--- config.mk ---
export PLATFORM = sky130hd
export DESIGN_NAME = enemy_ai_ctrl
export DESIGN_NICKNAME = d
export VERILOG_FILES = /design/src/rtl/enemy_ai_ctrl.sv
export SDC_FILE = /design/constraint.sdc
export NUM_CORES = 1
export LEC_CHECK = 0
export CAP_MARGIN = 20
export CELL_PAD_IN_SITES_DETAIL_PLACEMENT = 1
export CELL_PAD_IN_SITES_GLOBAL_PLACEMENT = 2
export CORE_ASPECT_RATIO = 0.8
export CORE_MARGIN = 10
export CORE_UTILIZATION = 36
export DETAILED_ROUTE_END_ITERATION = 10
export GPL_TIMING_DRIVEN = 0
export HOLD_SLACK_MARGIN = 0.1
export PLACE_DENSITY_LB_ADDON = 0.1
export SLEW_MARGIN = 0
export SYNTH_ARGS = -nofsm -noshare
export SYNTH_HDL_FRONTEND = slang
export SYNTH_SLANG_ARGS = --single-unit
--- constraint.sdc ---
create_clock -name clk -period 4 [get_ports clk]
set_clock_uncertainty 0.1 [all_clocks]
set_input_delay 0.8 -clock clk [delete_from_list [all_inputs] [get_ports clk]]
set_output_delay 0.8 -clock clk [all_outputs]
set_load 0.01 [all_outputs]
--- src/rtl/enemy_ai_ctrl.sv ---
// enemy_ai_ctrl
// Behaviour controller for the computer-driven enemy. On every decision tick
// it looks at the horizontal distance to the player, the player's attack and
// jump state and an 8-bit LFSR, and produces one registered command pulse
// set for the enemy motion datapath.
//
// Ports:
//   clk, rst_n            clock, asynchronous active-low reset
//   tick                  decision strobe (tie high for per-clock decisions)
//   en                    AI enable; low on a tick forces IDLE
//   player_x, enemy_x     11-bit signed x positions
//   player_isJ            player airborne (rising edge can trigger a jump)
//   player_atk            player attacking (triggers a guard when in range)
//   enemy_isJ             enemy airborne (suppresses jumping)
//   right/left/jump/squat/defend/attack
//                         command pulses, high for the one cycle after the
//                         tick that decided them
//   state                 current behaviour state (debug)
//
// The command emitted on a tick belongs to the state being entered (or kept)
// on that tick, so the entry tick of a timed state already produces its first
// pulse. A timed state loaded with N-1 therefore yields exactly N pulses.
module enemy_ai_ctrl #(
    parameter int unsigned NEAR_DIST = 64,
    parameter int unsigned FAR_DIST  = 160,
    parameter int unsigned WIND_T    = 4,
    parameter int unsigned GUARD_T   = 8,
    parameter int unsigned COOL_T    = 16,
    parameter logic [7:0]  LFSR_SEED = 8'hA5,
    parameter bit          JUMP_RAND = 1'b1
) (
    input  logic               clk,
    input  logic               rst_n,
    input  logic               tick,
    input  logic               en,
    input  logic signed [10:0] player_x,
    input  logic               player_isJ,
    input  logic               player_atk,
    input  logic signed [10:0] enemy_x,
    input  logic               enemy_isJ,
    output logic               right,
    output logic               left,
    output logic               jump,
    output logic               squat,
    output logic               defend,
    output logic               attack,
    output logic [2:0]         state
);

    typedef enum logic [2:0] {
        S_IDLE     = 3'd0,
        S_APPROACH = 3'd1,
        S_WINDUP   = 3'd2,
        S_STRIKE   = 3'd3,
        S_GUARD    = 3'd4,
        S_COOLDOWN = 3'd5
    } state_t;

    localparam logic [11:0] NEAR_LIM   = 12'(NEAR_DIST);
    localparam logic [11:0] FAR_LIM    = 12'(FAR_DIST);
    localparam logic [7:0]  WIND_LOAD  = 8'(WIND_T - 1);
    localparam logic [7:0]  GUARD_LOAD = 8'(GUARD_T - 1);
    localparam logic [7:0]  COOL_LOAD  = 8'(COOL_T - 1);

    state_t      state_reg, state_next;
    logic [7:0]  cnt_reg, cnt_next;
    logic [7:0]  lfsr_reg, lfsr_next;
    logic        pisj_reg, pisj_next;
    logic        right_reg, left_reg, jump_reg, squat_reg, defend_reg, attack_reg;
    logic        right_next, left_next, jump_next, squat_next, defend_next, attack_next;

    // Distance terms. Sign-extending to 12 bits keeps the difference exact.
    logic [11:0] dx;
    logic [11:0] adx;
    logic        dx_pos;
    logic        is_near;
    logic        is_far;
    logic        jump_ok;

    assign dx      = {enemy_x[10], enemy_x} - {player_x[10], player_x};
    assign adx     = dx[11] ? (~dx + 12'd1) : dx;
    assign dx_pos  = !dx[11] && (dx != 12'd0);   // enemy right of player: toward = left
    assign is_near = (adx <= NEAR_LIM);
    assign is_far  = (adx > FAR_LIM);
    // Rising edge is measured against the value captured at the previous tick.
    assign jump_ok = player_isJ && !pisj_reg && !enemy_isJ && (!JUMP_RAND || lfsr_reg[0]);

    // State register
    always_ff @(posedge clk or negedge rst_n) begin
        if (!rst_n) begin
            state_reg  <= S_IDLE;
            cnt_reg    <= 8'd0;
            lfsr_reg   <= LFSR_SEED;
            pisj_reg   <= 1'b0;
            right_reg  <= 1'b0;
            left_reg   <= 1'b0;
            jump_reg   <= 1'b0;
            squat_reg  <= 1'b0;
            defend_reg <= 1'b0;
            attack_reg <= 1'b0;
        end else begin
            state_reg  <= state_next;
            cnt_reg    <= cnt_next;
            lfsr_reg   <= lfsr_next;
            pisj_reg   <= pisj_next;
            right_reg  <= right_next;
            left_reg   <= left_next;
            jump_reg   <= jump_next;
            squat_reg  <= squat_next;
            defend_reg <= defend_next;
            attack_reg <= attack_next;
        end
    end

    // Next-state logic
    always_comb begin
        state_next = state_reg;
        cnt_next   = cnt_reg;
        lfsr_next  = lfsr_reg;
        pisj_next  = pisj_reg;
        if (tick) begin
            // Taps 8,6,5,4 -> bits 7,5,4,3; runs every tick regardless of state.
            lfsr_next = {lfsr_reg[6:0], lfsr_reg[7] ^ lfsr_reg[5] ^ lfsr_reg[4] ^ lfsr_reg[3]};
            pisj_next = player_isJ;
            if (!en) begin
                state_next = S_IDLE;
                cnt_next   = 8'd0;
            end else begin
                case (state_reg)
                    S_IDLE: state_next = S_APPROACH;
                    S_APPROACH: begin
                        if (player_atk && !is_far) begin
                            state_next = S_GUARD;
                            cnt_next   = GUARD_LOAD;
                        end else if (is_near) begin
                            state_next = S_WINDUP;
                            cnt_next   = WIND_LOAD;
                        end
                    end
                    S_WINDUP: begin
                        if (cnt_reg == 8'd0) begin
                            state_next = S_STRIKE;
                        end else begin
                            cnt_next = cnt_reg - 8'd1;
                        end
                    end
                    S_STRIKE: begin
                        state_next = S_COOLDOWN;
                        cnt_next   = COOL_LOAD;
                    end
                    S_GUARD: begin
                        if (cnt_reg == 8'd0) begin
                            state_next = S_COOLDOWN;
                            cnt_next   = COOL_LOAD;
                        end else begin
                            cnt_next = cnt_reg - 8'd1;
                        end
                    end
                    S_COOLDOWN: begin
                        if (cnt_reg == 8'd0) begin
                            state_next = S_APPROACH;
                        end else begin
                            cnt_next = cnt_reg - 8'd1;
                        end
                    end
                    default: begin
                        state_next = S_IDLE;
                        cnt_next   = 8'd0;
                    end
                endcase
            end
        end
    end

    // Output logic: commands decoded from the state being entered on this tick.
    always_comb begin
        right_next  = 1'b0;
        left_next   = 1'b0;
        jump_next   = 1'b0;
        squat_next  = 1'b0;
        defend_next = 1'b0;
        attack_next = 1'b0;
        if (tick && en) begin
            case (state_next)
                S_WINDUP: squat_next  = 1'b1;
                S_STRIKE: attack_next = 1'b1;
                S_GUARD:  defend_next = 1'b1;
                S_COOLDOWN: begin
                    right_next = dx_pos;
                    left_next  = !dx_pos;
                end
                S_APPROACH: begin
                    // Re-entry from IDLE or COOLDOWN is a silent tick.
                    if (state_reg == S_APPROACH) begin
                        if (is_far) begin
                            right_next = !dx_pos;
                            left_next  = dx_pos;
                        end
                        jump_next = jump_ok;
                    end
                end
                default: ;
            endcase
        end
    end

    assign right  = right_reg;
    assign left   = left_reg;
    assign jump   = jump_reg;
    assign squat  = squat_reg;
    assign defend = defend_reg;
    assign attack = attack_reg;
    assign state  = state_reg;

endmodule

### Word-level counts from Yosys, hierarchy flattened

Index checks and enable logic that the tools add are counted.

* $add $sub $neg: 3
* order comparisons: 2
* equality and inequality tests: 13
* multiplexer cells: 32
* bitwise logic cells: 4
* reductions and logical operators: 16

Operator list (count)
* $mux 8: 5
* $pmux 8 s5: 1
* $mux 3: 7
* $pmux 3 s6: 1
* $mux 1: 15
* $add 12x1->12 const B: 1
* $eq 3x2->1 const B: 4
* $eq 3x3->1 const B: 4
* $gt 12x8->1 const B: 1
* $le 12x7->1 const B: 1
* $mux 12: 1
* $not 12->12: 1
* $reduce_bool 12->1: 1
* $sub 11x11->12: 1
* $logic_not 8->1: 1
* $sub 8x1->8 const B: 1
* $eq 3x1->1 const B: 2
* $logic_and 1x1->1: 6
* $logic_not 1->1: 5
* $ne 4x4->1 const B: 1
* $pmux 1 s2: 2
* $reduce_and 4->1: 1
* $logic_not 3->1: 1
* $ne 3x3->1 const B: 1
* other kinds (3): 5

* bits in registers: 26
* input bits: 29
* output and inout port bits: 9
* word-level logic and storage cells: 80

### Logic depth before layout (Yosys ltp)

* word-level depth: 14
* depth in mapped cells: 13
* gate-level depth less buffers: 13

### Least setup slack after synthesis

No wires, ideal clock.

* path kind: input to register
* start: input enemy_x[0]
* end: register cnt_reg[0]
* setup time: 126 ps
* data arrival time: 3904 ps
* required time: 3774 ps
* path slack: -131 ps
* stages: 13
* buffers on the path: 0
* cells stage by stage: inv_1 > ha_1 > fa_1 > nor2b_2 > a22oi_1 > nor4b_2 > o211ai_1 > or3b_4 > or4b_4 > nand3_4 > o31ai_4 > or2_4 > a311o_1

* cells in the longest elaborated chain, start to end: 10
* elaborated cells between the ends (all ways): 13
* those cells by class: 2 x add/sub; 2 x order compare; 1 x eq/ne; 4 x mux; 1 x bitwise; 3 x reduce/logical

Ends and longest elaborated chain
* from (decl): RTL line 39 `input logic signed [10:0] enemy_x,`
* $sub 11x11->12 *: RTL line 80 `assign dx = {enemy_x[10], enemy_x} - {player_x[10], player_x};`
* $not 12->12: RTL line 81 `assign adx = dx[11] ? (~dx + 12'd1) : dx;`
* $add 12x1->12: RTL line 81
* $mux 12 *: RTL line 81
* $gt 12x8->1: RTL line 84 `assign is_far = (adx > FAR_LIM);`
* $logic_not 1->1: RTL line 132 `if (player_atk && !is_far) begin`
* $logic_and 1x1->1: RTL line 132
* $mux 8: RTL line 132
* $pmux 8 s5: RTL line 129 `case (state_reg)`
* $mux 8: RTL line 125 `if (!en) begin`
* to (signal assigned): RTL line 103 `cnt_reg <= cnt_next;`
* to (decl): RTL line 66 `logic [7:0] cnt_reg, cnt_next;`

Every way passes the cells marked *; elsewhere a longest branch is shown, timed or not.
A chain may end at the register's enable or synchronous reset.

### Worst setup path after layout

* start: input enemy_x[4]
* end: register right_reg, in the netlist right

* cells in the longest elaborated chain, start to end: 14
* elaborated cells between the ends (all ways): 23
* those cells by class: 2 x add/sub; 2 x order compare; 2 x eq/ne; 10 x mux; 1 x bitwise; 6 x reduce/logical

Ends and longest elaborated chain
* $sub 11x11->12 *: RTL line 80
* $not 12->12: RTL line 81
* $add 12x1->12: RTL line 81
* $mux 12: RTL line 81
* $gt 12x8->1: RTL line 84
* $logic_not 1->1: RTL line 132
* $logic_and 1x1->1: RTL line 132
* $mux 3: RTL line 132
* $pmux 3 s6: RTL line 129
* $mux 3: RTL line 125
* $mux 3: RTL line 121 `if (tick) begin`
* $eq 3x1->1 / $eq 3x3->1 (equally long branches): RTL line 184 `case (state_next)`
* $pmux 1 s2 *: RTL line 184
* $mux 1 *: RTL line 183 `if (tick && en) begin`
* net right_next: RTL line 70 `logic right_next, left_next, jump_next, squat_next, defend_next, attack_next;`
* to (signal assigned): RTL line 106 `right_reg <= right_next;`
* to (decl): RTL line 69 `logic right_reg, left_reg, jump_reg, squat_reg, defend_reg, attack_reg;`

Mark *: on every way through the listed nets, which the timed path passes. The rest lies on a longest branch.

==> metrics.txt <==
type of the worst min-delay path register to register; RSZ-0062 raised after global routing yes; I/O Pins 38; Syn. warnings 0; Remaining DRCs 0; max incr delay on CP 0.54 ns; Data arrival, critical path 4.07 ns; routability cong. 0.806; layout cells sized above 1 36.3%; Post-synth ARST share 100%; Clock Power Share 15.4%; total wire length 9100 um; Critical Path Start Type input port; vias in the first global route 2730; initial antenna violation count 0; ANT nets after route 0; Max Clk Rate 253 MHz; n_diodes 0; WL/cell 18.9 um; htree depth 1; Final Setup Violations 0; share of the synthesized area in the top cell type 21.3%; CTS tree done; area leader, netlist dfrtp_1; sequential power share 26.8%; minimum clock period 3.96 ns; Post-synth EDFFs 0; starting density of the core 37.3%; Via Count 2743; maximum vdd drop 0.000256 V; Synth Register Bits 26; Comb pwr share 57.8%; dpl hpwl 6230 um; Syn Inst Count 307; Final Power 1.50 mW; CTS Hold Buffers Added 0; worst-case hold slack 0.413 ns; Synth Cell Area 2580 um^2; count of final hold-check violations 0; GRT overflow 0; Slew headroom 51.5%; Synth cell types 76; Power Dens Cells 383 nW/um^2; clock root cell clkbuf_8; register area share after synthesis 25.4%; Critical-path top delay cell or4b_4; worst-path cell chain dlygate4sd2_1 -> ha_4 -> buf_6 -> a21oi_4 -> nor3_1 -> a221o_1 -> a211o_1 -> or3b_4 -> or4b_4 -> nand3_4 -> buf_12 -> a311oi_4 -> or3_1 -> a21oi_1; Setup CP Type input port to register; element type at the critical path end register; placed cell areas 3110 um^2; Worst-Margin Slew 0.726 ns; Int Pwr 0.890 mW; Chip Width 115 um; clk slew on worst S/H paths 0.10 ns; Critical Path RT 4.11 ns; hold depth 2; maxcap violations 0; final setup margin 0.0422 ns; core area 6930 um^2; # nets final 438; outcome completed; Static Leak 1.65 nW; first-pass GRT wire length 13700 um; Skew-Pair Late Insertion Delay 0.29 ns; DR iter-0 viols 87; Clock Path Buffers 2; detailed-router iteration count before antenna repair 4; crit share post-route 98.9%; fin area 3920 um^2; Post-Syn Nets 350; total net switching power 0.613 mW; Die Span Y 95.8 um; row count 27; max-slew violations 0; pin count of the biggest net entering global routing 16; synthesized area per cell 8.42 um^2; Area Overhead vs Synth 51.8%; total track usage 15.0%; Main synth FF type dfrtp_1; worst reg2reg path depth 11; vias per cell 5.70; Worst Path Max Fanout 8; Place WS -0.805 ns; Clock Sink Count 26; top post-synthesis cells by area dfrtp_1 21%, ha_1 6.3%, dfstp_2 4.1%; Die ar. 11000 um^2; Num CTS Buffers 3; IO buf count 37; sw frac 40.8%
[cells in the mapped netlist (4+ instances only)]
library cell and instances:
nand2_1 19, a21oi_1 20, dfrtp_1 22, or3_1 7, o211ai_1 7, o211a_1 4
xnor2_1 9, ha_1 13, nand2b_1 10, nand3_1 7, clkbuf_1 4, nor2_1 28
o21ai_0 10, mux2_2 8, inv_1 21, nor4_1 7, nor3_1 14, dfstp_2 4
[critical path, delay by kind of cell]
kind	cells	cell delay [ns]
AND/OR/NAND/NOR	5	1.52
AO/OA/AOI/OAI	5	0.97
buffers and inverters	3	0.54
adder cells (fa/ha/maj)	1	0.24
[power by group through the flow]
stage          logic [mW]  registers [mW]  clock network [mW]
2_1_floorplan       0.478           0.391                   0
6_report            0.869           0.403               0.231
3_5_place_dp        0.645           0.408                   0
3_3_place_gp        0.629           0.402                   0
5_1_grt             0.945           0.415               0.248
4_1_cts             0.766           0.403               0.234
[path summary, 6_finish.rpt]
path                       slack [ns]     endpoint        start
setup reg to reg                 0.72         left   cnt_reg[0]
setup / recovery                 0.04        right   enemy_x[4]
max in group asynchronous        2.33  lfsr_reg[2]        rst_n
hold / removal                   0.41  lfsr_reg[0]  lfsr_reg[0]
min in group asynchronous        0.83   cnt_reg[0]        rst_n
hold reg to reg                  0.41  lfsr_reg[0]  lfsr_reg[0]
[kinds of logic after synthesis]
kind of cell	after synthesis	share of synthesized area [%]
xor gates and xnor gates	11	3.73
AOI/OAI and AO/OA	91	27.2
and+or+nand+nor	126	27.4
adders and majority gates	15	7.46
DFF	26	25.4
muxes	8	3.49
buffers and inverters	30	5.42
[cell type report]
cell class	instances	area [um^2]
Sequential cell	26	656
Fill cell	779	3000
Tap cell	87	109
Clock buffer	3	41.3
Inverter	21	81.3
Clock inverter	1	30.0
Buffer	9	67.6
Multi-Input combinational cell	251	2190
Timing Repair Buffer	83	742
[metal layers]
metal	vias up	global-route usage, %	wire length, um
met5	-	0	0
met4	0	1.75	14
met3	4	2.80	287
met2	39	24.4	4340
met1	1380	20.8	4450
li1	1320	-	-
[metrics by stage]
| stage | setup TNS, ns | std cells | utilization, % |
|---|---|---|---|
| final | 0 | 481 | 56.6 |
| after global routing | -0.317 | 481 | 56.6 |
| after CTS | 0 | 467 | 52.3 |
| after detailed placement | -10.42 | 432 | 45.0 |
| after global placement | -10.70 | 431 | 44.8 |
| after floorplan | 0 | 307 | - |
[repair_timing]
| item | in CTS | in global routing |
|---|---|---|
| gates resized for setup | 61 | 43 |
| pin swaps | 32 | 27 |
| setup endpoints to repair | 17 | 14 |
| gates cloned | 0 | 1 |
| buffers inserted | 31 | 13 |
[cell usage in the layout (no fill, tap or decap), drive strengths merged, types with 4 or more instances in the layout]
cell type      instances
o211a                  4
clkbuf                10
o21ai                 10
or3                    7
nor3                  14
nand2b                10
ha                    13
dfrtp                 22
nor4                   7
xnor2                  9
dfstp                  4
nand2                 20
o311ai                 4
or2                    4
nor2                  31
and2                   4
a21oi                 23
o21a                   4
inv                   21
a211oi                 4
o211ai                 7
nand3                  8
buf                   52
clkdlybuf4s50         19
nor2b                  4
dlygate4sd2            9
dlymetal6s2s           5
mux2                   8
No activity file was read; power rests on OpenSTA's default activity.
